===== src/rtl/bru_exe_pkg.sv =====
// Shared definitions for the branch-resolution unit: issue_fun bit map,
// width defaults, execute-register state and op-kind decode.
package bru_exe_pkg;

    localparam int DW_DEF    = 64;
    localparam int RNBIT_DEF = 2;
    localparam int RDW_DEF   = 5 + RNBIT_DEF;
    localparam int FUN_W     = 8;

    // One-hot issue_fun bit positions {jal,jalr,beq,bne,blt,bge,bltu,bgeu}
    localparam int F_JAL  = 7;
    localparam int F_JALR = 6;
    localparam int F_BEQ  = 5;
    localparam int F_BNE  = 4;
    localparam int F_BLT  = 3;
    localparam int F_BGE  = 2;
    localparam int F_BLTU = 1;
    localparam int F_BGEU = 0;

    typedef enum logic {
        EXE_EMPTY,
        EXE_FULL
    } exe_state_e;

    typedef enum logic [1:0] {
        K_BR,
        K_JAL,
        K_JALR
    } op_kind_e;

    function automatic logic fun_onehot(input logic [FUN_W-1:0] f);
        logic [3:0] cnt;
        cnt = '0;
        for (int i = 0; i < FUN_W; i++) cnt = cnt + {3'd0, f[i]};
        return cnt == 4'd1;
    endfunction

    // Anything that is not a clean one-hot jal/jalr resolves as a branch;
    // the comparator then reports it not-taken.
    function automatic op_kind_e fun_kind(input logic [FUN_W-1:0] f);
        if (fun_onehot(f) && f[F_JAL])       return K_JAL;
        else if (fun_onehot(f) && f[F_JALR]) return K_JALR;
        else                                 return K_BR;
    endfunction

endpackage


===== src/rtl/bru_exe_if.sv =====
// Issue / resolve / writeback bundle of the branch-resolution unit.
interface bru_exe_if
    import bru_exe_pkg::*;
#(
    parameter int DW    = DW_DEF,
    parameter int RNBIT = RNBIT_DEF
) ();

    logic                 issue_valid;
    logic                 issue_ready;
    logic [FUN_W-1:0]     issue_fun;
    logic                 issue_is_rvc;
    logic [DW-1:0]        issue_pc;
    logic [DW-1:0]        issue_imm;
    logic [DW-1:0]        issue_op1;
    logic [DW-1:0]        issue_op2;
    logic [5+RNBIT-1:0]   issue_rd;

    logic                 bru_res_valid;
    logic                 bru_takenBranch;
    logic                 jalr_valid;
    logic [DW-1:0]        jalr_pc;

    logic                 wb_valid;
    logic                 wb_ready;
    logic [DW-1:0]        wb_res;
    logic [5+RNBIT-1:0]   wb_rd;

    // Unit side
    modport slave (
        input  issue_valid, issue_fun, issue_is_rvc, issue_pc, issue_imm,
               issue_op1, issue_op2, issue_rd, wb_ready,
        output issue_ready, bru_res_valid, bru_takenBranch, jalr_valid,
               jalr_pc, wb_valid, wb_res, wb_rd
    );

    // Issue queue / frontend / register-file side
    modport master (
        output issue_valid, issue_fun, issue_is_rvc, issue_pc, issue_imm,
               issue_op1, issue_op2, issue_rd, wb_ready,
        input  issue_ready, bru_res_valid, bru_takenBranch, jalr_valid,
               jalr_pc, wb_valid, wb_res, wb_rd
    );

endinterface


===== src/rtl/bru_exe_cmp.sv =====
// Branch condition evaluator; illegal fun encodings report not-taken.
module bru_cmp
    import bru_exe_pkg::*;
#(
    parameter int DW = DW_DEF
) (
    input  logic [DW-1:0]    op1,
    input  logic [DW-1:0]    op2,
    input  logic [FUN_W-1:0] fun,
    output logic             taken
);

    logic eq, lt_s, lt_u;

    // Compare once, select by the one-hot condition bit
    always_comb begin
        eq    = (op1 == op2);
        lt_s  = ($signed(op1) < $signed(op2));
        lt_u  = (op1 < op2);
        taken = 1'b0;
        if (fun_onehot(fun))
            taken = |(fun[F_BEQ:F_BGEU] & {eq, ~eq, lt_s, ~lt_s, lt_u, ~lt_u});
    end

endmodule


===== src/rtl/gen_dffrs.sv =====
// Enabled flop bank with synchronous active-high reset to zero.
module gen_dffrs #(
    parameter int W = 1
) (
    input  logic         clk,
    input  logic         rst,
    input  logic         en,
    input  logic [W-1:0] d,
    output logic [W-1:0] q
);

    // Load on enable, clear on reset
    always_ff @(posedge clk) begin
        if (rst)     q <= '0;
        else if (en) q <= d;
    end

endmodule


===== src/rtl/bru_exe.sv =====
// Branch-resolution execute stage: one-entry execute register, resolves
// conditional branches in its first FULL cycle and jal/jalr on the link
// writeback handshake.
module bru_exe
    import bru_exe_pkg::*;
#(
    parameter int DW    = DW_DEF,
    parameter int RNBIT = RNBIT_DEF
) (
    input  logic      CLK,
    input  logic      RST,
    input  logic      flush,
    bru_exe_if.slave  bus
);

    localparam int RDW = 5 + RNBIT;

    typedef struct packed {
        logic [FUN_W-1:0] fun;
        logic             is_rvc;
        logic [DW-1:0]    pc;
        logic [DW-1:0]    imm;
        logic [DW-1:0]    op1;
        logic [DW-1:0]    op2;
        logic [RDW-1:0]   rd;
    } op_t;

    exe_state_e    state_q, state_d;
    op_t           op_d, op_q;
    op_kind_e      kind;
    logic          full, kill, retire, accept, taken;
    logic [DW-1:0] tgt, link;

    // Capture the offered micro-op; held whenever nothing is accepted
    always_comb begin
        op_d = '{fun:    bus.issue_fun,
                 is_rvc: bus.issue_is_rvc,
                 pc:     bus.issue_pc,
                 imm:    bus.issue_imm,
                 op1:    bus.issue_op1,
                 op2:    bus.issue_op2,
                 rd:     bus.issue_rd};
    end

    gen_dffrs #(.W($bits(op_t))) u_op (
        .clk (CLK),
        .rst (RST),
        .en  (accept),
        .d   (op_d),
        .q   (op_q)
    );

    bru_cmp #(.DW(DW)) u_cmp (
        .op1   (op_q.op1),
        .op2   (op_q.op2),
        .fun   (op_q.fun),
        .taken (taken)
    );

    // Execute register occupancy
    always_ff @(posedge CLK) begin
        if (RST) state_q <= EXE_EMPTY;
        else     state_q <= state_d;
    end

    // Retire / accept decision, result pulses and link writeback
    always_comb begin
        full   = (state_q == EXE_FULL);
        kill   = flush | RST;
        kind   = fun_kind(op_q.fun);
        tgt    = op_q.op1 + op_q.imm;
        link   = op_q.pc + (op_q.is_rvc ? DW'(2) : DW'(4));
        // Branches never wait; links wait for the register file
        retire = full & ((kind == K_BR) | bus.wb_ready);

        bus.issue_ready     = ~RST & (~full | retire);
        accept              = bus.issue_valid & bus.issue_ready & ~flush;

        bus.bru_res_valid   = full & (kind == K_BR) & ~kill;
        bus.bru_takenBranch = full & (kind == K_BR) & taken;
        bus.jalr_valid      = full & (kind == K_JALR) & bus.wb_ready & ~kill;
        bus.jalr_pc         = '0;
        bus.wb_valid        = full & (kind != K_BR) & ~kill;
        bus.wb_res          = '0;
        bus.wb_rd           = '0;
        if (full && kind == K_JALR) bus.jalr_pc = {tgt[DW-1:1], 1'b0};
        if (full && kind != K_BR) begin
            bus.wb_res = link;
            bus.wb_rd  = op_q.rd;
        end

        state_d = state_q;
        if (flush)       state_d = EXE_EMPTY;
        else if (accept) state_d = EXE_FULL;
        else if (retire) state_d = EXE_EMPTY;
    end

    // Malformed fun encodings should never reach the unit
    a_fun_onehot : assert property (@(posedge CLK) disable iff (RST)
        accept |-> fun_onehot(bus.issue_fun));

endmodule

===== src/flat_wrapper.sv =====
// flat-port wrapper written by rule: the top's interface ports become plain ports
module bru_exe_flat import bru_exe_pkg::*;
#(
    parameter int DW    = DW_DEF,
    parameter int RNBIT = RNBIT_DEF
)
  (CLK, RST, flush, bus_issue_valid, bus_issue_fun, bus_issue_is_rvc, bus_issue_pc, bus_issue_imm, bus_issue_op1, bus_issue_op2, bus_issue_rd, bus_wb_ready, bus_issue_ready, bus_bru_res_valid, bus_bru_takenBranch, bus_jalr_valid, bus_jalr_pc, bus_wb_valid, bus_wb_res, bus_wb_rd);
  bru_exe_if #(.DW(DW), .RNBIT(RNBIT)) bus_i ();
  input  logic CLK;
  input  logic RST;
  input  logic flush;
  input wire logic [$bits(bus_i.issue_valid)-1:0] bus_issue_valid;
  input wire logic [$bits(bus_i.issue_fun)-1:0] bus_issue_fun;
  input wire logic [$bits(bus_i.issue_is_rvc)-1:0] bus_issue_is_rvc;
  input wire logic [$bits(bus_i.issue_pc)-1:0] bus_issue_pc;
  input wire logic [$bits(bus_i.issue_imm)-1:0] bus_issue_imm;
  input wire logic [$bits(bus_i.issue_op1)-1:0] bus_issue_op1;
  input wire logic [$bits(bus_i.issue_op2)-1:0] bus_issue_op2;
  input wire logic [$bits(bus_i.issue_rd)-1:0] bus_issue_rd;
  input wire logic [$bits(bus_i.wb_ready)-1:0] bus_wb_ready;
  output wire logic [$bits(bus_i.issue_ready)-1:0] bus_issue_ready;
  output wire logic [$bits(bus_i.bru_res_valid)-1:0] bus_bru_res_valid;
  output wire logic [$bits(bus_i.bru_takenBranch)-1:0] bus_bru_takenBranch;
  output wire logic [$bits(bus_i.jalr_valid)-1:0] bus_jalr_valid;
  output wire logic [$bits(bus_i.jalr_pc)-1:0] bus_jalr_pc;
  output wire logic [$bits(bus_i.wb_valid)-1:0] bus_wb_valid;
  output wire logic [$bits(bus_i.wb_res)-1:0] bus_wb_res;
  output wire logic [$bits(bus_i.wb_rd)-1:0] bus_wb_rd;
  assign bus_i.issue_valid = bus_issue_valid;
  assign bus_i.issue_fun = bus_issue_fun;
  assign bus_i.issue_is_rvc = bus_issue_is_rvc;
  assign bus_i.issue_pc = bus_issue_pc;
  assign bus_i.issue_imm = bus_issue_imm;
  assign bus_i.issue_op1 = bus_issue_op1;
  assign bus_i.issue_op2 = bus_issue_op2;
  assign bus_i.issue_rd = bus_issue_rd;
  assign bus_i.wb_ready = bus_wb_ready;
  assign bus_issue_ready = bus_i.issue_ready;
  assign bus_bru_res_valid = bus_i.bru_res_valid;
  assign bus_bru_takenBranch = bus_i.bru_takenBranch;
  assign bus_jalr_valid = bus_i.jalr_valid;
  assign bus_jalr_pc = bus_i.jalr_pc;
  assign bus_wb_valid = bus_i.wb_valid;
  assign bus_wb_res = bus_i.wb_res;
  assign bus_wb_rd = bus_i.wb_rd;
  bru_exe #(.DW(DW), .RNBIT(RNBIT)) u_core (.CLK(CLK), .RST(RST), .flush(flush), .bus(bus_i));
endmodule

===== config.mk =====
export PLATFORM = sky130hd
export DESIGN_NAME = bru_exe_flat
export DESIGN_NICKNAME = d
export VERILOG_FILES = /design/src/rtl/bru_exe_pkg.sv /design/src/rtl/bru_exe_if.sv /design/src/rtl/bru_exe_cmp.sv /design/src/rtl/gen_dffrs.sv /design/src/rtl/bru_exe.sv /design/src/flat_wrapper.sv
export SDC_FILE = /design/constraint.sdc
export NUM_CORES = 1
export LEC_CHECK = 0
export ABC_AREA = 1
export CORE_MARGIN = 2
export CORE_UTILIZATION = 49
export DETAILED_ROUTE_END_ITERATION = 12
export PLACE_DENSITY = 0.79
export RECOVER_POWER = 25
export SLEW_MARGIN = 5
export SYNTH_ARGS = -nofsm -noshare
export SYNTH_HDL_FRONTEND = slang
export SYNTH_HIERARCHICAL = 1
export SYNTH_SLANG_ARGS = --single-unit

===== constraint.sdc =====
create_clock -name CLK -period 4.3 [get_ports CLK]
set_input_delay 0.86 -clock CLK [delete_from_list [all_inputs] [get_ports CLK]]
set_output_delay 0.86 -clock CLK [all_outputs]
set_load 0.005 [all_outputs]

Word-level counts from Yosys, hierarchy flattened:

Index checks and enable logic that the tools add are counted.

* bitwise gates (word level): 23
* order comparisons: 2
* add/sub/neg operators: 9
* divide/modulo/power cells: 0
* multiplexer cells: 9
* shift operators: 0
* $mul: 0
* reduce and logical (&&, ||, !) cells: 9
* equality and inequality tests: 3

Operators by type and width (number)
* adder 64 bit: 2
* less-than comparator 64 bit: 2
* 2-to-1 mux 64 bit: 2
* == test 64 bit: 1
* adder 4 x 1 -> 4 bit: 6
* AND 1 bit: 12
* 2-to-1 mux 7 bit: 1
* NOT 1 bit: 7
* AND 6 bit: 1
* OR reduction 6 bit: 1
* == test 4 x 1 -> 1 bit, second input constant: 1
* logical AND 1 bit: 4
* 2-to-1 mux 2 bit: 2
* nonzero test 2 bit: 2
* 2-to-1 mux 1 bit: 3
* 2-to-1 mux 3 bit: 1
* bitwise OR 1 bit: 3
* adder 1 x 1 -> 2 bit: 1
* == test 2 bit, second input constant: 1
* logical NOT 2 bit: 1
* OR reduction 2 bit: 1

* ROM bits: 0
* RAM bits: 0
* input port bits: 277
* latch bits: 0
* logic and storage cells: 57
* output and inout bits: 140
* register bits after elaboration: 273
* memories: 0

Logic depth before layout (Yosys ltp):

Gate-level depths: netlist of the first run.

* depth in word-level cells: 19
* depth in mapped cells: 22
* depth with buffers taken out: 22

Hierarchy:

The synthesis of the first run kept the hierarchy.

By module, submodules not included
* gen_dffrs: sequential area each 5445.2 um^2, times used 1, cells an instance 1724, area each 11130.7 um^2
* bru_exe: sequential area each 20.0 um^2, times used 1, cells an instance 1871, area each 8624.5 um^2
* bru_cmp: sequential area each 0.0 um^2, times used 1, cells an instance 316, area each 1958.1 um^2

Worst setup path before layout of the first run:

No wires, ideal clock.

* path kind: register to output
* start: reg u_core.u_op.q[264]
* end: out bus_jalr_pc[25]
* data required time: 3440 ps
* cell stages (with the launch flop): 19
* arrival time: 3535 ps
* path buffers: 1
* path slack: -95 ps
* path through: dfxtp_1 -> inv_1 -> fa_1 -> fa_1 -> fa_1 -> inv_1 -> ha_1 -> inv_1 -> fa_1 -> nor2_1 -> nand2_1 -> nand2_1 -> o2111ai_1 -> nor2_2 -> nand3_1 -> inv_2 -> buf_2 -> o21ai_0 -> a21oi_1

* word-level cells in the longest chain between the ends: 14
* elaborated cells on any way between the ends: 15
* classes of those cells: 7 x add/sub; 2 x eq/ne; 3 x mux; 3 x reduce/logical

Ends and longest elaborated chain
* start: declaration: RTL line gen_dffrs.sv:9 `output logic [W-1:0] q`
* start signal: assignment: RTL line gen_dffrs.sv:14 `if (rst) q <= '0;`
* start signal: assignment: RTL line gen_dffrs.sv:15 `else if (en) q <= d;`
* adder 1 x 1 -> 2 bit (*): RTL line bru_exe_pkg.sv:34 `for (int i = 0; i < FUN_W; i++) cnt = cnt + {3'd0, f[i]};`
* adder 4 x 1 -> 4 bit (*) (6 in series): RTL line bru_exe_pkg.sv:34
* == test 4 x 1 -> 1 bit (*): RTL line bru_exe_pkg.sv:35 `return cnt == 4'd1;`
* logical AND 1 bit: RTL line bru_exe_pkg.sv:42 `else if (fun_onehot(f) && f[F_JALR]) return K_JALR;`
* 2-to-1 mux 2 bit: RTL line bru_exe_pkg.sv:42
* 2-to-1 mux 2 bit (*): RTL line bru_exe_pkg.sv:41 `if (fun_onehot(f) && f[F_JAL]) return K_JAL;`
* == test 2 bit (*): RTL line bru_exe.sv:86 `if (full && kind == K_JALR) bus.jalr_pc = {tgt[DW-1:1], 1'b0};`
* logical AND 1 bit (*): RTL line bru_exe.sv:86
* 2-to-1 mux 64 bit (*): RTL line bru_exe.sv:86
* end: declaration: RTL line flat_wrapper.sv:25 `output wire logic [$bits(bus_i.jalr_pc)-1:0] bus_jalr_pc;`

Every way passes the cells marked *; elsewhere a longest branch is shown, timed or not.

Worst setup path after layout of the first run:

* start: reg u_core.u_op.q[264]
* end: out bus_jalr_pc[38]

The elaborated chain is that of the path after synthesis.

==> results of run 1 <==
-- sequential cells by signal, indices dropped and copies added (netlist names) --
register	count
u_core/full	1
u_core/u_op/q	272
-- how the worst max path moves through the flow --
stage / from / to / slack [ns] / cells after the start
6_report: u_core/u_op/q[264] / bus_jalr_pc[38] / -1.24 / 23
5_1_grt: u_core/u_op/q[264] / bus_jalr_pc[38] / -1.37 / 23
4_1_cts: u_core/u_op/q[264] / bus_wb_res[13] / -1.21 / 19
3_5_place_dp: u_core/u_op/q[264] / bus_jalr_pc[27] / -0.79 / 19
3_3_place_gp: u_core/u_op/q[264] / bus_jalr_pc[27] / -0.75 / 16
2_1_floorplan: u_core/u_op/q[264] / bus_jalr_pc[10] / -0.008 / 15
-- repair_timing --
| action | 4_1_cts | 5_1_grt |
|---|---|---|
| resized for setup | 620 | 359 |
| gates cloned | 10 | 32 |
| buffers inserted | 42 | 41 |
| pin swaps | 43 | 55 |
| endpoints found under the setup margin | 410 | 411 |
| hold buffers | 0 | 0 |
-- area by class of cell --
type | instances | area (um2)
diodes | 3 | 7.507
clock buffers | 39 | 825.8
clock inverters | 16 | 246.5
fillers | 3832 | 13570
inverters | 759 | 2864
multi-input cells | 2775 | 13730
flip-flops and latches | 273 | 5468
well taps | 592 | 740.7
repair buffers | 599 | 6482
-- logic make-up after synthesis --
kind of cell	count (synthesis)	share of synthesized area
flip-flops	273	0.2517
other	1	0.0001727
AND/OR/NAND/NOR	2401	0.4382
buffers and inverters	863	0.1605
adder cells (fa/ha/maj)	144	0.08644
AO/OA/AOI/OAI	183	0.04443
XOR/XNOR	46	0.01855
-- metrics by stage --
stage | cells | cell area (um2) | setup slack [ns] | power, mW
floorplan | 3911 | 21750 | -0.007553 | 3.573
global placement | 4880 | 26760 | -0.7459 | 4.135
detailed placement | 4880 | 26760 | -0.7892 | 4.154
CTS | 4985 | 28410 | -1.205 | 7.053
global route | 5055 | 30360 | -1.368 | 7.514
finish | 5056 | 30360 | -1.237 | 7.230
-- cell usage in the layout, fill, tap and decap left out, types with 56 or more instances in the layout --
cell             synthesis  routed
nor2_4                   3      56
nand3_1                 96      95
a21oi_1                123     114
dfxtp_1                273     271
clkdlybuf4s50_1          0     276
buf_6                   22      57
ha_1                   134     133
buf_2                   53     122
clkbuf_16                0      61
nor2_1                 865     776
inv_1                  756     752
nand2_1               1312    1267
-- report_power, final --
| part | switching (mW) | total, mW | internal, mW |
|---|---|---|---|
| logic | 0.855 | 1.58 | 0.729 |
| clock network | 1.15 | 2.86 | 1.71 |
| registers | 0.124 | 2.79 | 2.66 |
| total | 2.13 | 7.23 | 5.10 |
-- metal layers --
metal	share of wire	up-vias	wire [um]
met5	0.00075	-	65
met4	0.050	10	4299
met3	0.078	226	6775
met2	0.46	1138	39680
met1	0.41	11550	35530
li1	-	12630	-
-- critical path, stage by stage (launching register included) --
cell and delay, ns:
dfxtp_2 0.33, inv_2 0.04, fa_1 0.54, fa_1 0.43
fa_1 0.45, inv_2 0.08, ha_4 0.13, inv_2 0.03
fa_2 0.33, nor2_1 0.13, nand2_1 0.10, nand2_2 0.08
o2111ai_4 0.14, nor2_4 0.22, nand3_4 0.14, inv_8 0.10
buf_12 0.11, buf_6 0.09, buf_6 0.12, buf_16 0.15
buf_12 0.11, nand2_4 0.05, nor2_2 0.07, buf_2 0.11
==> results.json, run 1 <==
{
  "violations": "setup timing",
  "relSlewSlack": 0.5579,
  "drv_cap": 0,
  "synth_commonest_cells": "nand2_1 (1312), nor2_1 (865), inv_1 (756), dfxtp_1 (273), ha_1 (134)",
  "clock_skew_ns": 0.01443,
  "netlist_instances": 3911,
  "cts.htree.levels": 1,
  "cts_tree": "done",
  "grtUsageTotal": 0.3344,
  "grt_pass1_vias": 23040,
  "setup_viol": 411,
  "final_core_util": 0.6911,
  "antenna_found_initial": 8,
  "routed-via-count": 25550,
  "root_buffer": "clkbuf_16",
  "cp.required_ns": 3.44,
  "ys_seq_elements": 273,
  "synth_most_common_cell": "nand2_1",
  "period_minus_slack_ns": 5.537,
  "numCtsBuffers": 31,
  "fmax_mhz": 180.6,
  "area_delta_synth_final_pct": 39.82,
  "io_buffer_count": 415,
  "insertion_delay_ns": 0.59,
  "worst_setup_path_start_kind": "flop",
  "async_reset_ff_frac": 0,
  "synth_nets": 4332,
  "crit_fanout": 6,
  "gp_congestion": 1.046,
  "fin_nets": 4860,
  "grt_util_met3": 0.05830,
  "avgSynthCellArea_um2": 5.552,
  "hold_path.class": "reg -> reg",
  "yosysSeqAreaShare": 0.2517,
  "start_util": 0.4942,
  "finalCritPeriodShare": 1.288,
  "arrival_ns": 4.68,
  "gr-usage-met1": 0.4265,
  "status": "complete, but fails checks",
  "grt_pass1_wl_mm": 123.0,
  "finalWirelength_mm": 86.36,
  "dr.pass1.iters": 6,
  "timing.final.ws_setup_ns": -1.237,
  "r2r_start": "u_core/u_op/q[264]",
  "hold_start": "u_core/u_op/q[15]",
  "cts.sinks": 273,
  "synthFlopType": "dfxtp_1",
  "synth_top_area_cell": "dfxtp_1",
  "ys_warn_count": 6,
  "vdd_drop_max_mv": 0.2838,
  "timing.rr.end": "u_core/u_op/q[112]",
  "hold_ws_ns": 0.4691,
  "drive_above_1_share": 0.1325,
  "chipHeight_um": 214.5,
  "antenna_left": 0,
  "hold_depth": 2,
  "drc": 0,
  "maxSlewViolCount": 0,
  "grt.busiest_layer": "met2",
  "synth_top_area_share": 0.2517,
  "dp_hpwl_mm": 61.95,
  "hold_viol": 0,
  "core_region_area_mm2": 0.04393,
  "critPathCaptureType": "output port",
  "routedWlPerCell_um": 17.08,
  "viasPerCell": 5.054,
  "critical_path_class": "reg -> out",
  "rows": 77,
  "grt_overflow": 0,
  "total_leakage_power_nw": 15.75,
  "synthTopCellsByArea": "dfxtp_1 (25%), nand2_1 (23%), nor2_1 (15%), inv_1 (13%), ha_1 (7.7%)",
  "drt_first_iter_violations": 2392,
  "die_w_um": 214.5,
  "synth_area_mm2": 0.02171,
  "yosysUniqueCellTypes": 48,
  "synth-edff-count": 0,
  "setup_tns_ns": -325.02,
  "grt_max_degree": 91,
  "clk_path_buf_depth": 3,
  "cts.reportedPaths.clkPinSlew_ns": 0.06,
  "reg2reg_depth": 31,
  "p_per_area_mw_per_mm2": 238.1,
  "ios": 417,
  "dieArea_mm2": 0.04601,
  "tightest_slew_ns": 0.6580,
  "use_met2": 0.5541,
  "rsz0062_at_grt": "yes",
  "r2r_slack_ns": -0.86,
  "min_to": "u_core/u_op/q[15]"
}
Note: power is estimated with default switching activity, not from simulation.
==> run 2, diff against run 1 <==
--- a/config.mk
+++ b/config.mk
@@ -6,7 +6,6 @@
 export NUM_CORES = 1
 export LEC_CHECK = 0
 export ABC_AREA = 1
-export CORE_MARGIN = 2
 export CORE_UTILIZATION = 49
 export DETAILED_ROUTE_END_ITERATION = 12
 export PLACE_DENSITY = 0.79
==> run 2 against run 1 <==
Compared with the run above: the run still ends with setup timing left; count of clock-buffer cells in the layout is 1 higher; combinational power is 9% lower; flip-flop and latch count stayed put; hold slack better by 0.0015 ns; first-iteration DRC count is 2.6% lower; die area is 1.9% lower; global-route usage is 0.40 points lower.
==> results.json, run 2 (synthesized netlist as in run 1, its figures left out) <==
{
  "fin_nets": 4820,
  "largest_reg_flops": 272,
  "maxSlewViolCount": 0,
  "numCtsBuffers": 31,
  "clk_path_buf_depth": 3,
  "chipHeight_um": 212.5,
  "cts_tree": "done",
  "critPathCaptureType": "output port",
  "drv_cap": 0,
  "core_region_area_mm2": 0.04336,
  "dieArea_mm2": 0.04516,
  "antenna_left": 0,
  "grt_overflow": 0,
  "top_register": "u_core/u_op/q",
  "drive_above_1_share": 0.1099,
  "finalCritPeriodShare": 1.267,
  "violations": "setup timing",
  "finalWirelength_mm": 78.93,
  "drc": 0,
  "layout_commonest_cell": "nand2_1",
  "rows": 76,
  "hold_path.class": "reg -> reg",
  "cts.sinks": 273,
  "tightest_slew_ns": 0.6399,
  "ios": 417,
  "cts.reportedPaths.clkPinSlew_ns": 0.06,
  "drt_first_iter_violations": 2329,
  "die_w_um": 212.5,
  "fmax_mhz": 183.6,
  "p_per_area_mw_per_mm2": 239.0,
  "status": "complete, but fails checks",
  "arrival_ns": 4.59,
  "clock_skew_ns": 0.01212,
  "setup_viol": 411,
  "cts.htree.levels": 1,
  "hold_ws_ns": 0.4706,
  "dp_cells": 4879,
  "grt_max_degree": 99,
  "grt_pass1_wl_mm": 116.9,
  "hold_viol": 0,
  "area_delta_synth_final_pct": 31.64,
  "timing.final.ws_setup_ns": -1.147,
  "worst_setup_path_start_kind": "flop",
  "grt_pass1_vias": 21940,
  "critical_path_class": "reg -> out",
  "antenna_found_initial": 7,
  "cp.required_ns": 3.44,
  "insertion_delay_ns": 0.59,
  "root_buffer": "clkbuf_16",
  "crit_fanout": 8,
  "grtUsageTotal": 0.3304,
  "start_util": 0.5008,
  "gp_congestion": 1.034,
  "place_ws_ns": -0.7950,
  "rsz0062_at_grt": "yes",
  "relSlewSlack": 0.5701,
  "routedWlPerCell_um": 15.75,
  "layout_common_cells": "nand2_1 (1298), nor2_1 (816), inv_1 (752)",
  "dr.pass1.iters": 6,
  "io_buffer_count": 415,
  "period_minus_slack_ns": 5.447,
  "dp_hpwl_mm": 62.16,
  "instances_no_fill": 5012,
  "total_leakage_power_nw": 15.06,
  "vdd_drop_max_mv": 0.2683,
  "viasPerCell": 4.881,
  "routed-via-count": 24470
}
-- run 2: cell count changes in the layout (fill, tap and decap cells not counted), sizes merged, moves of 2 or more --
cell / previous run / this run
clkbuf: 83 / 58
clkdlybuf4s50: 276 / 278
dlygate4sd2: 0 / 2
buf: 277 / 259
clkinv: 8 / 13
bufinv: 6 / 2
-- run 2: worst max-delay path, cell delays in order (launching register included) --
cell and delay [ns]:
dfxtp_2 0.33, inv_2 0.04, fa_1 0.54, fa_1 0.42
fa_1 0.45, inv_2 0.08, ha_4 0.13, inv_2 0.04
fa_2 0.55, o2111ai_4 0.16, nor2_2 0.20, buf_4 0.16
o21ai_4 0.06, buf_12 0.16, buf_16 0.15, buf_8 0.12
buf_6 0.12, nor3b_2 0.14, buf_2 0.13
-- run 2: report_power, final --
group | internal [mW] | leakage, nW | total, mW | switching, mW
logic | 0.648 | 12.3 | 1.43 | 0.783
registers | 2.66 | 2.24 | 2.78 | 0.119
clock network | 1.49 | 0.497 | 2.62 | 1.12
total | 4.80 | 15.1 | 6.83 | 2.03
-- run 2: final timing paths --
path	from	to	slack, ns	cells after the start
max	u_core/u_op/q[264]	bus_wb_res[12]	-1.15	18
min	u_core/u_op/q[16]	u_core/u_op/q[16]	0.47	2
max reg2reg	u_core/u_op/q[264]	u_core/u_op/q[248]	-0.54	25
min reg2reg	u_core/u_op/q[16]	u_core/u_op/q[16]	0.47	2
-- run 2: timing repair --
item                                    in CTS  in global routing
pin swaps                                   13                 22
cloned                                       1                  7
resized for setup                          360                366
setup buffers                               18                 49
hold buffers                                 0                  0
endpoints found under the setup margin     411                411
-- run 2: cell type report --
cell class	instances	area, um2
Fill cell	4109	14780
Multi-Input combinational cell	2775	13300
Sequential cell	273	5468
Timing Repair Buffer	559	5216
Inverter	759	2869
Clock buffer	40	839.6
Tap cell	585	732.0
Clock inverter	17	147.6
Antenna cell	4	10.01
-- run 2: stage by stage --
step	utilization	setup TNS, ns	cell area, um2	power (mW)
after floorplan	-	-0.2095	21750	3.573
after global placement	0.6173	-147.44	26770	4.141
after detailed placement	0.6173	-164.60	26770	4.157
after CTS	0.6418	-215.33	27830	6.790
after global routing	0.6591	-332.25	28580	7.138
final	0.6592	-251.66	28580	6.831
-- run 2: metal layers --
| metal | track usage | routed length [um] | vias up |
|---|---|---|---|
| met1 | 0.4402 | 34570 | 10850 |
| met4 | 0.09948 | 2832 | 6 |
| met5 | 0 | 41 | - |
| li1 | - | - | 12530 |
| met2 | 0.5454 | 35540 | 913 |
| met3 | 0.05332 | 5949 | 168 |
